`src/rtl/fpu_wb_bridge_if.sv`:
```
// fpu_wb_bridge_if
// Groups the Wishbone slave bus (wbs_*), the FPU command/result handshake
// (fpu_*) and the interrupt line of the FPU Wishbone bridge.
//   slave  : view taken by the bridge (receives Wishbone, drives the FPU).
//   master : opposite view (management bus + FPU core side).
// Parameters: DATA_W operand/result width, OP_W opcode width.
interface fpu_wb_bridge_if #(
  parameter int unsigned DATA_W = 32,
  parameter int unsigned OP_W   = 3
);
  logic              wbs_cyc_i;
  logic              wbs_stb_i;
  logic              wbs_we_i;
  logic [3:0]        wbs_sel_i;
  logic [31:0]       wbs_adr_i;
  logic [31:0]       wbs_dat_i;
  logic              wbs_ack_o;
  logic [31:0]       wbs_dat_o;

  logic              fpu_valid_o;
  logic              fpu_ready_i;
  logic [OP_W-1:0]   fpu_op_o;
  logic [2:0]        fpu_rm_o;
  logic [DATA_W-1:0] fpu_a_o;
  logic [DATA_W-1:0] fpu_b_o;
  logic              fpu_done_i;
  logic [DATA_W-1:0] fpu_result_i;
  logic [4:0]        fpu_flags_i;

  logic              irq_o;

  modport slave (
    input  wbs_cyc_i, wbs_stb_i, wbs_we_i, wbs_sel_i, wbs_adr_i, wbs_dat_i,
    output wbs_ack_o, wbs_dat_o,
    output fpu_valid_o, fpu_op_o, fpu_rm_o, fpu_a_o, fpu_b_o,
    input  fpu_ready_i, fpu_done_i, fpu_result_i, fpu_flags_i,
    output irq_o
  );

  modport master (
    output wbs_cyc_i, wbs_stb_i, wbs_we_i, wbs_sel_i, wbs_adr_i, wbs_dat_i,
    input  wbs_ack_o, wbs_dat_o,
    input  fpu_valid_o, fpu_op_o, fpu_rm_o, fpu_a_o, fpu_b_o,
    output fpu_ready_i, fpu_done_i, fpu_result_i, fpu_flags_i,
    input  irq_o
  );
endinterface

```
`src/rtl/fpu_wb_bridge.sv`:
```
// fpu_wb_bridge
// Wishbone-mapped command/result front end for the FPU core. Commands
// {op,rm,OPA,OPB} queue in a DEPTH-entry FIFO and issue one at a time over a
// valid/ready handshake; {result,flags} queue in a second FIFO with a level
// interrupt to the management core.
// Ports:
//   wb_clk_i  sole clock
//   wb_rst_i  asynchronous active-high reset
//   bus       fpu_wb_bridge_if.slave: wbs_* Wishbone slave, fpu_* command
//             and result handshake, irq_o level interrupt
// Register map (adr[4:2]): 0 OPA, 1 OPB, 2 CMD, 3 RESULT (pop), 4 STATUS,
//   5 CTRL, 6 FLAGS, 7 reserved.
// Optional feature macro: FPU_BRIDGE_TIMEOUT_EN -- WAIT gives up after
//   TIMEOUT cycles, returning 0x7FC00000 / NV and setting sticky TMO.
module fpu_wb_bridge #(
  parameter int unsigned DATA_W  = 32,
  parameter int unsigned DEPTH   = 4,
  parameter int unsigned OP_W    = 3,
  parameter int unsigned TIMEOUT = 255
) (
  input  logic             wb_clk_i,
  input  logic             wb_rst_i,
  fpu_wb_bridge_if.slave   bus
);

  localparam int unsigned PW    = (DEPTH > 1) ? $clog2(DEPTH) : 1;
  localparam int unsigned CW    = PW + 1;
  localparam int unsigned CMD_W = OP_W + 3 + 2 * DATA_W;
  localparam int unsigned RES_W = DATA_W + 5;

  typedef enum logic [1:0] {S_IDLE, S_ISSUE, S_WAIT, S_WB} state_t;

  state_t            state_q;
  logic              ack_q;
  logic [31:0]       dat_q;
  logic [DATA_W-1:0] opa_q, opb_q;
  logic              irq_en_q, irq_q;
  logic              ovf_q, unf_q, tmo_q;
  logic [4:0]        flags_q;

  logic              fpu_valid_q;
  logic [OP_W-1:0]   fpu_op_q;
  logic [2:0]        fpu_rm_q;
  logic [DATA_W-1:0] fpu_a_q, fpu_b_q;
  logic [DATA_W-1:0] res_cap_q;
  logic [4:0]        flg_cap_q;

  logic [CMD_W-1:0]  cmd_mem_q [DEPTH];
  logic [PW-1:0]     cmd_wp_q, cmd_rp_q;
  logic [CW-1:0]     cmd_cnt_q;
  logic [RES_W-1:0]  res_mem_q [DEPTH];
  logic [PW-1:0]     res_wp_q, res_rp_q;
  logic [CW-1:0]     res_cnt_q;

  // Bus decode
  logic        wb_req, wb_wr, wb_rd;
  logic [2:0]  reg_sel;
  logic        cmd_wr, res_rd, st_wr;
  assign wb_req  = bus.wbs_cyc_i & bus.wbs_stb_i & ~ack_q;
  assign wb_wr   = wb_req & bus.wbs_we_i;
  assign wb_rd   = wb_req & ~bus.wbs_we_i;
  assign reg_sel = bus.wbs_adr_i[4:2];
  assign cmd_wr  = wb_wr & (reg_sel == 3'd2);
  assign res_rd  = wb_rd & (reg_sel == 3'd3);
  assign st_wr   = wb_wr & (reg_sel == 3'd4);

  // FIFO status and transfer strobes
  logic cmd_full, cmd_empty, res_full, res_empty;
  logic cmd_push, cmd_pop, res_push, res_pop;
  logic [CMD_W-1:0] cmd_head;
  logic [RES_W-1:0] res_head;
  assign cmd_full  = (cmd_cnt_q == CW'(DEPTH));
  assign cmd_empty = (cmd_cnt_q == '0);
  assign res_full  = (res_cnt_q == CW'(DEPTH));
  assign res_empty = (res_cnt_q == '0);
  assign cmd_head  = cmd_mem_q[cmd_rp_q];
  assign res_head  = res_mem_q[res_rp_q];
  assign cmd_push  = cmd_wr & ~cmd_full;
  assign cmd_pop   = (state_q == S_ISSUE) & fpu_valid_q & bus.fpu_ready_i;
  assign res_pop   = res_rd & ~res_empty;
  // A pop in the same cycle frees a slot, so a full result FIFO still
  // accepts the WB push.
  assign res_push  = (state_q == S_WB) & (~res_full | res_pop);

  logic tmo_hit;
`ifdef FPU_BRIDGE_TIMEOUT_EN
  localparam int unsigned TW = ($clog2(TIMEOUT + 1) > 8) ? $clog2(TIMEOUT + 1) : 8;
  logic [TW-1:0] tmo_cnt_q;
  // tmo_cnt_q holds the number of completed WAIT cycles; the TIMEOUT-th one
  // ends the wait unless fpu_done_i arrives on it.
  assign tmo_hit = (state_q == S_WAIT) & ~bus.fpu_done_i &
                   (tmo_cnt_q == TW'(TIMEOUT - 1));
  always_ff @(posedge wb_clk_i or posedge wb_rst_i) begin
    if (wb_rst_i)                tmo_cnt_q <= '0;
    else if (state_q != S_WAIT)  tmo_cnt_q <= '0;
    else                         tmo_cnt_q <= tmo_cnt_q + 1'b1;
  end
`else
  logic unused_tmo;
  assign tmo_hit    = 1'b0;
  assign unused_tmo = TIMEOUT[0];
`endif

  logic unused_bus;
  assign unused_bus = ^{bus.wbs_sel_i, bus.wbs_adr_i[31:5], bus.wbs_adr_i[1:0],
                        bus.wbs_dat_i};

  // Read mux
  logic [31:0] status, rdata;
  always_comb begin
    status        = '0;
    status[3:0]   = 4'(cmd_cnt_q);
    status[7:4]   = 4'(res_cnt_q);
    status[8]     = (state_q != S_IDLE);
    status[9]     = cmd_full;
    status[10]    = res_empty;
    status[16]    = ovf_q;
    status[17]    = unf_q;
    status[18]    = tmo_q;
    rdata         = '0;
    case (reg_sel)
      3'd0:    rdata = 32'(opa_q);
      3'd1:    rdata = 32'(opb_q);
      3'd3:    if (!res_empty) rdata = 32'(res_head[RES_W-1:5]);
      3'd4:    rdata = status;
      3'd5:    rdata = {31'b0, irq_en_q};
      3'd6:    rdata = {27'b0, flags_q};
      default: rdata = '0;
    endcase
  end

  // Bus-side registers, stickies and interrupt
  always_ff @(posedge wb_clk_i or posedge wb_rst_i) begin
    if (wb_rst_i) begin
      ack_q    <= 1'b0;
      dat_q    <= '0;
      opa_q    <= '0;
      opb_q    <= '0;
      irq_en_q <= 1'b0;
      irq_q    <= 1'b0;
      ovf_q    <= 1'b0;
      unf_q    <= 1'b0;
      tmo_q    <= 1'b0;
      flags_q  <= '0;
    end else begin
      ack_q <= wb_req;
      dat_q <= wb_rd ? rdata : '0;
      if (wb_wr && reg_sel == 3'd0) opa_q <= DATA_W'(bus.wbs_dat_i);
      if (wb_wr && reg_sel == 3'd1) opb_q <= DATA_W'(bus.wbs_dat_i);
      if (wb_wr && reg_sel == 3'd5) irq_en_q <= bus.wbs_dat_i[0];
      if (res_pop) flags_q <= res_head[4:0];
      ovf_q <= (ovf_q & ~(st_wr & bus.wbs_dat_i[16])) | (cmd_wr & cmd_full);
      unf_q <= (unf_q & ~(st_wr & bus.wbs_dat_i[17])) | (res_rd & res_empty);
      tmo_q <= (tmo_q & ~(st_wr & bus.wbs_dat_i[18])) | tmo_hit;
      irq_q <= irq_en_q & ((res_cnt_q != '0) | ovf_q | unf_q | tmo_q);
    end
  end

  // Command FIFO
  always_ff @(posedge wb_clk_i or posedge wb_rst_i) begin
    if (wb_rst_i) begin
      cmd_wp_q  <= '0;
      cmd_rp_q  <= '0;
      cmd_cnt_q <= '0;
      for (int unsigned i = 0; i < DEPTH; i++) cmd_mem_q[i] <= '0;
    end else begin
      if (cmd_push) begin
        cmd_mem_q[cmd_wp_q] <= {bus.wbs_dat_i[OP_W-1:0], bus.wbs_dat_i[6:4],
                                opa_q, opb_q};
        cmd_wp_q <= cmd_wp_q + 1'b1;
      end
      if (cmd_pop) cmd_rp_q <= cmd_rp_q + 1'b1;
      case ({cmd_push, cmd_pop})
        2'b10:   cmd_cnt_q <= cmd_cnt_q + 1'b1;
        2'b01:   cmd_cnt_q <= cmd_cnt_q - 1'b1;
        default: cmd_cnt_q <= cmd_cnt_q;
      endcase
    end
  end

  // Result FIFO
  always_ff @(posedge wb_clk_i or posedge wb_rst_i) begin
    if (wb_rst_i) begin
      res_wp_q  <= '0;
      res_rp_q  <= '0;
      res_cnt_q <= '0;
      for (int unsigned i = 0; i < DEPTH; i++) res_mem_q[i] <= '0;
    end else begin
      if (res_push) begin
        res_mem_q[res_wp_q] <= {res_cap_q, flg_cap_q};
        res_wp_q <= res_wp_q + 1'b1;
      end
      if (res_pop) res_rp_q <= res_rp_q + 1'b1;
      case ({res_push, res_pop})
        2'b10:   res_cnt_q <= res_cnt_q + 1'b1;
        2'b01:   res_cnt_q <= res_cnt_q - 1'b1;
        default: res_cnt_q <= res_cnt_q;
      endcase
    end
  end

  // Issue FSM. Operands are loaded on IDLE->ISSUE and valid rises one cycle
  // later, so fpu_* are already stable when valid is first seen.
  always_ff @(posedge wb_clk_i or posedge wb_rst_i) begin
    if (wb_rst_i) begin
      state_q     <= S_IDLE;
      fpu_valid_q <= 1'b0;
      fpu_op_q    <= '0;
      fpu_rm_q    <= '0;
      fpu_a_q     <= '0;
      fpu_b_q     <= '0;
      res_cap_q   <= '0;
      flg_cap_q   <= '0;
    end else begin
      case (state_q)
        S_IDLE: begin
          if (!cmd_empty) begin
            state_q  <= S_ISSUE;
            fpu_op_q <= cmd_head[CMD_W-1 -: OP_W];
            fpu_rm_q <= cmd_head[2*DATA_W +: 3];
            fpu_a_q  <= cmd_head[DATA_W +: DATA_W];
            fpu_b_q  <= cmd_head[DATA_W-1:0];
          end
        end
        S_ISSUE: begin
          if (!fpu_valid_q) begin
            fpu_valid_q <= 1'b1;
          end else if (bus.fpu_ready_i) begin
            fpu_valid_q <= 1'b0;
            state_q     <= S_WAIT;
          end
        end
        S_WAIT: begin
          if (bus.fpu_done_i) begin
            res_cap_q <= bus.fpu_result_i;
            flg_cap_q <= bus.fpu_flags_i;
            state_q   <= S_WB;
          end else if (tmo_hit) begin
            res_cap_q <= DATA_W'(32'h7FC0_0000);
            flg_cap_q <= 5'b10000;
            state_q   <= S_WB;
          end
        end
        S_WB: begin
          if (res_push) state_q <= S_IDLE;
        end
        default: state_q <= S_IDLE;
      endcase
    end
  end

  assign bus.wbs_ack_o   = ack_q;
  assign bus.wbs_dat_o   = dat_q;
  assign bus.fpu_valid_o = fpu_valid_q;
  assign bus.fpu_op_o    = fpu_op_q;
  assign bus.fpu_rm_o    = fpu_rm_q;
  assign bus.fpu_a_o     = fpu_a_q;
  assign bus.fpu_b_o     = fpu_b_q;
  assign bus.irq_o       = irq_q;

endmodule

```
`src/flat_wrapper.sv`:
```
// flat-port wrapper written by rule: the top's interface ports become plain ports
module fpu_wb_bridge_flat 
#(
  parameter int unsigned DATA_W  = 32,
  parameter int unsigned DEPTH   = 4,
  parameter int unsigned OP_W    = 3,
  parameter int unsigned TIMEOUT = 255
)
  (wb_clk_i, wb_rst_i, bus_wbs_cyc_i, bus_wbs_stb_i, bus_wbs_we_i, bus_wbs_sel_i, bus_wbs_adr_i, bus_wbs_dat_i, bus_wbs_ack_o, bus_wbs_dat_o, bus_fpu_valid_o, bus_fpu_op_o, bus_fpu_rm_o, bus_fpu_a_o, bus_fpu_b_o, bus_fpu_ready_i, bus_fpu_done_i, bus_fpu_result_i, bus_fpu_flags_i, bus_irq_o);
  fpu_wb_bridge_if #(.DATA_W(DATA_W), .OP_W(OP_W)) bus_i ();
  input  logic wb_clk_i;
  input  logic wb_rst_i;
  input wire logic [$bits(bus_i.wbs_cyc_i)-1:0] bus_wbs_cyc_i;
  input wire logic [$bits(bus_i.wbs_stb_i)-1:0] bus_wbs_stb_i;
  input wire logic [$bits(bus_i.wbs_we_i)-1:0] bus_wbs_we_i;
  input wire logic [$bits(bus_i.wbs_sel_i)-1:0] bus_wbs_sel_i;
  input wire logic [$bits(bus_i.wbs_adr_i)-1:0] bus_wbs_adr_i;
  input wire logic [$bits(bus_i.wbs_dat_i)-1:0] bus_wbs_dat_i;
  output wire logic [$bits(bus_i.wbs_ack_o)-1:0] bus_wbs_ack_o;
  output wire logic [$bits(bus_i.wbs_dat_o)-1:0] bus_wbs_dat_o;
  output wire logic [$bits(bus_i.fpu_valid_o)-1:0] bus_fpu_valid_o;
  output wire logic [$bits(bus_i.fpu_op_o)-1:0] bus_fpu_op_o;
  output wire logic [$bits(bus_i.fpu_rm_o)-1:0] bus_fpu_rm_o;
  output wire logic [$bits(bus_i.fpu_a_o)-1:0] bus_fpu_a_o;
  output wire logic [$bits(bus_i.fpu_b_o)-1:0] bus_fpu_b_o;
  input wire logic [$bits(bus_i.fpu_ready_i)-1:0] bus_fpu_ready_i;
  input wire logic [$bits(bus_i.fpu_done_i)-1:0] bus_fpu_done_i;
  input wire logic [$bits(bus_i.fpu_result_i)-1:0] bus_fpu_result_i;
  input wire logic [$bits(bus_i.fpu_flags_i)-1:0] bus_fpu_flags_i;
  output wire logic [$bits(bus_i.irq_o)-1:0] bus_irq_o;
  assign bus_i.wbs_cyc_i = bus_wbs_cyc_i;
  assign bus_i.wbs_stb_i = bus_wbs_stb_i;
  assign bus_i.wbs_we_i = bus_wbs_we_i;
  assign bus_i.wbs_sel_i = bus_wbs_sel_i;
  assign bus_i.wbs_adr_i = bus_wbs_adr_i;
  assign bus_i.wbs_dat_i = bus_wbs_dat_i;
  assign bus_wbs_ack_o = bus_i.wbs_ack_o;
  assign bus_wbs_dat_o = bus_i.wbs_dat_o;
  assign bus_fpu_valid_o = bus_i.fpu_valid_o;
  assign bus_fpu_op_o = bus_i.fpu_op_o;
  assign bus_fpu_rm_o = bus_i.fpu_rm_o;
  assign bus_fpu_a_o = bus_i.fpu_a_o;
  assign bus_fpu_b_o = bus_i.fpu_b_o;
  assign bus_i.fpu_ready_i = bus_fpu_ready_i;
  assign bus_i.fpu_done_i = bus_fpu_done_i;
  assign bus_i.fpu_result_i = bus_fpu_result_i;
  assign bus_i.fpu_flags_i = bus_fpu_flags_i;
  assign bus_irq_o = bus_i.irq_o;
  fpu_wb_bridge #(.DATA_W(DATA_W), .DEPTH(DEPTH), .OP_W(OP_W), .TIMEOUT(TIMEOUT)) u_core (.wb_clk_i(wb_clk_i), .wb_rst_i(wb_rst_i), .bus(bus_i));
endmodule
```
`config.mk`:
```
export PLATFORM = sky130hd
export DESIGN_NAME = fpu_wb_bridge_flat
export DESIGN_NICKNAME = d
export VERILOG_FILES = /design/src/rtl/fpu_wb_bridge_if.sv /design/src/rtl/fpu_wb_bridge.sv /design/src/flat_wrapper.sv
export SDC_FILE = /design/constraint.sdc
export NUM_CORES = 1
export LEC_CHECK = 0
export ABC_CLOCK_PERIOD_IN_PS = 20700
export BUFFER_PORTS_ARGS = -buffer_cell sky130_fd_sc_hd__buf_2
export CORE_AREA = 2 2 337 339
export DETAILED_ROUTE_END_ITERATION = 6
export DIE_AREA = 0 0 339 341
export PLACE_DENSITY = 0.4
export SLEW_MARGIN = 25
export SYNTH_ARGS = -nofsm -noshare
export SYNTH_HDL_FRONTEND = slang
export SYNTH_SLANG_ARGS = --single-unit
```
`constraint.sdc`:
```
create_clock -name wb_clk_i -period 20.7 [get_ports wb_clk_i]
set_input_delay 2.07 -clock wb_clk_i [delete_from_list [all_inputs] [get_ports wb_clk_i]]
set_output_delay 2.07 -clock wb_clk_i [all_outputs]
set_load 0.005 [all_outputs]
```
==> summary.txt <==
Psw = 1.200 mW
Hold Crit Depth = 1
CP Data Required Time = 21.21 ns
switching share of power = 29.20%
worst vdd ir = 0.00007020 V
Initial Utilization = 24.81%
IO Port Bufs = 183
area of the die = 0.1156 sq mm
Fillers = 11170
post-DP HPWL = 48.23 mm
width of the die = 339 um
Cells after DPL = 3311
Clock Skews = 0.01778 ns
fin nets = 2020
Num CTS Buffers = 78
Hold Buf Count CTS = 0
worst-path fanout max = 36
DR DRC count = 0
Final Total Pwr = 4.110 mW
Clock Pin Slew Worst Setup and Hold Paths = 0.06 ns
internal power = 2.910 mW
WHS = 0.4829 ns
min-delay worst type = flip-flop to flip-flop
slew margin rel. = 32.69%
outcome = complete, no violations
first-pass GRT wire length = 115.2 mm
# Post-CTS Setup Buffers = 0
CTS Buffer Depth = 3
Synth Flop Type = dfrtp_1
max-cap viol count = 0
Seq/Total Area, Yosys = 59.42%
Max H-tree Level = 3
Root Buffer Master = clkbuf_16
Leak Pwr = 15.44 nW
final setup violation count = 0
largest net degree at the start of global routing = 187
IO Count = 217
asr flop ratio synth = 100.0%
syn_nets = 1832
total track usage = 13.29%
number of distinct library cells after synthesis = 48
Yosys Warn Count = 0
TritonRoute pass-1 iters = 5
Die H = 341 um
clk sinks = 659
GP Congestion = 0.7153
Iteration-0 DRC Markers = 741
CTS tree = done
period utilisation layout = 22.34%
Final Util = 29.54%
vias in the first global route = 17150
fmax = 216.2 MHz
worst skew pair latency = 0.63 ns
actual slew at the worst max-slew pin = 1.009 ns
Final min period = 4.625 ns
via count = 15510
EDFF count, synth = 0
register share of total power = 44.9%
Vias/cell = 4.492
Logic pwr share = 21.7%
Syn Area/Cell = 16.28 sq um
RSZ-0062 raised after global routing = false
Yosys reg bits = 659
Total Wirelength = 75.93 mm
Clk pwr share = 33.4%
Setup CP Type = input pin to flip-flop
antenna violations before repair = 18
Non-Filler Instances = 3452
total global routing overflow = 0
post-route ant nets = 0
mapped cell area = 0.02775 sq mm
Reg2Reg Depth = 5
Slew Viols, Final = 0
post-CTS resize count = 0
core region area = 0.1119 sq mm
PD cells = 124.4 mW/mm^2
Fin Setup TNS = 0 ns
Worst EP arrival = 5.14 ns
Area Overhead vs Synth = 19.07%
share of layout cells above drive strength 1 = 52.05%
post-DR wirelength/cell = 22.00 um
Worst setup SP type = input pin
Crit. End Element = flip-flop
# rows = 123
Hold Vio Cnt, Final = 0
Syn Inst Count = 1705
[registers in the layout (all words and copies together), names as in the netlist, 2 cells and up]
name / count
u_core.cmd_mem_q: 280
u_core.bus.fpu_rm_o: 3
u_core.bus.fpu_a_o: 32
u_core.flg_cap_q: 5
u_core.res_cnt_q: 3
u_core.opb_q: 32
u_core.bus.fpu_b_o: 32
u_core.res_wp_q: 2
u_core.res_mem_q: 148
u_core.res_rp_q: 2
u_core.bus.fpu_op_o: 3
u_core.cmd_cnt_q: 3
u_core.flags_q: 5
u_core.bus.wbs_dat_o: 32
u_core.cmd_wp_q: 2
u_core.res_cap_q: 32
u_core.state_q: 2
u_core.opa_q: 32
u_core.cmd_rp_q: 2
[layout by cell type, fill, tap and decap left out, types with 3 or more instances in the layout]
cell type	synthesis	final
and2_1	3	3
nand2_4	0	4
o21ai_0	5	5
clkbuf_8	0	13
a222oi_1	19	19
nor2b_1	5	4
a21oi_1	12	12
nor2_4	0	4
nand2_1	25	20
inv_1	18	17
clkinv_2	0	6
a22oi_1	9	9
clkbuf_16	0	82
ha_1	13	13
a22o_1	4	4
nor3_1	10	8
mux2_1	53	53
mux2i_1	5	5
a2bb2oi_1	5	5
mux4_2	107	107
buf_4	0	22
mux2_2	561	561
clkbuf_1	38	25
diode_2	0	4
xor2_1	5	5
xnor2_1	6	6
nor2_1	36	35
nor3_2	2	4
nor3b_1	5	5
bufinv_16	0	5
buf_2	49	183
dfrtp_1	659	655
[Yosys cell counts, types with 3 or more instances]
cell type	count	area, sq um
nor3b_1	5	37.54
nand2_1	25	93.84
clkbuf_1	38	142.6
xnor2_1	6	52.55
a21oi_1	12	60.06
a2bb2oi_1	5	43.79
and2_1	3	18.77
mux2_2	561	6317
xor2_1	5	43.79
nor2_2	4	25.02
mux4_2	107	2410
dfrtp_1	659	16490
nor2b_1	5	31.28
nor2_1	36	135.1
nor3_1	10	50.05
buf_2	49	245.2
inv_1	18	67.56
a22o_1	4	35.03
buf_1	15	56.30
mux2i_1	5	50.05
ha_1	13	162.7
mux2_1	53	596.8
a22oi_1	9	67.56
a222oi_1	19	190.2
o21ai_0	5	25.02
[worst max-delay path, cell delays in order]
cell and delay (ns):
buf_2 0.38, or3b_1 0.43, nor3_2 0.73, nand2_4 0.61, buf_4 0.53, mux2_2 0.35
[power by group through the flow]
stage	Clock (mW)	Sequential [mW]	Combinational, mW
global placement	0	1.85	0.899
global route	1.48	1.89	0.976
finish	1.37	1.84	0.892
floorplan	0	1.73	0.710
detailed placement	0	1.87	0.919
CTS	1.43	1.85	0.922
[path summary, 6_finish.rpt]
path                                 startpoint                      to  slack (ns)
min in group asynchronous              wb_rst_i    u_core.res_mem_q[63]        1.57
min reg2reg                u_core.res_mem_q[13]    u_core.res_mem_q[13]        0.48
max                            bus_wbs_adr_i[3]   u_core.cmd_mem_q[253]       16.08
max reg2reg                u_core.bus.wbs_ack_o   u_core.cmd_mem_q[253]       17.17
max in group asynchronous              wb_rst_i  u_core.bus.fpu_a_o[14]       16.84
min                        u_core.res_mem_q[13]    u_core.res_mem_q[13]        0.48
[layer usage]
metal | part of all wire, % | track usage, % | wire length [um]
met1 | 46 | 17.93 | 35000
met3 | 5.0 | 3.181 | 3781
met2 | 47 | 21.03 | 35430
met5 | 0.16 | 0 | 124
met4 | 2.1 | 4.278 | 1601
[stage by stage]
stage,cell area [sq um],setup slack (ns)
after detailed placement,30430,15.34
after global routing,33040,15.86
after floorplan,27750,0.1623
after global placement,30430,15.35
after CTS,32980,16.02
final,33050,16.08
[cell families (layout without fill, tap and decap cells)]
logic type	after synthesis	count (layout)	synth area share, %
compound gates	69	69	1.984
xor+xnor	11	11	0.3471
fa+ha+maj	15	15	0.7303
buf+inv	120	363	1.844
flops	659	659	59.42
mux	726	726	33.78
other cells	0	4	0
simple gates	105	105	1.903
[cell type report]
| cell class | count | area, sq um | area share [%] |
|---|---|---|---|
| Antenna cell | 4 | 10.01 | 0.03029 |
| Clock buffer | 120 | 2325 | 7.034 |
| Clock inverter | 15 | 221.5 | 0.6701 |
| Inverter | 18 | 75.07 | 0.2272 |
| Multi-Input combinational cell | 926 | 10850 | 32.84 |
| Sequential cell | 659 | 16500 | 49.93 |
| Tap cell | 1500 | 1877 | 5.679 |
| Timing Repair Buffer | 210 | 1187 | 3.593 |
Note: power is estimated with default switching activity, not from simulation.
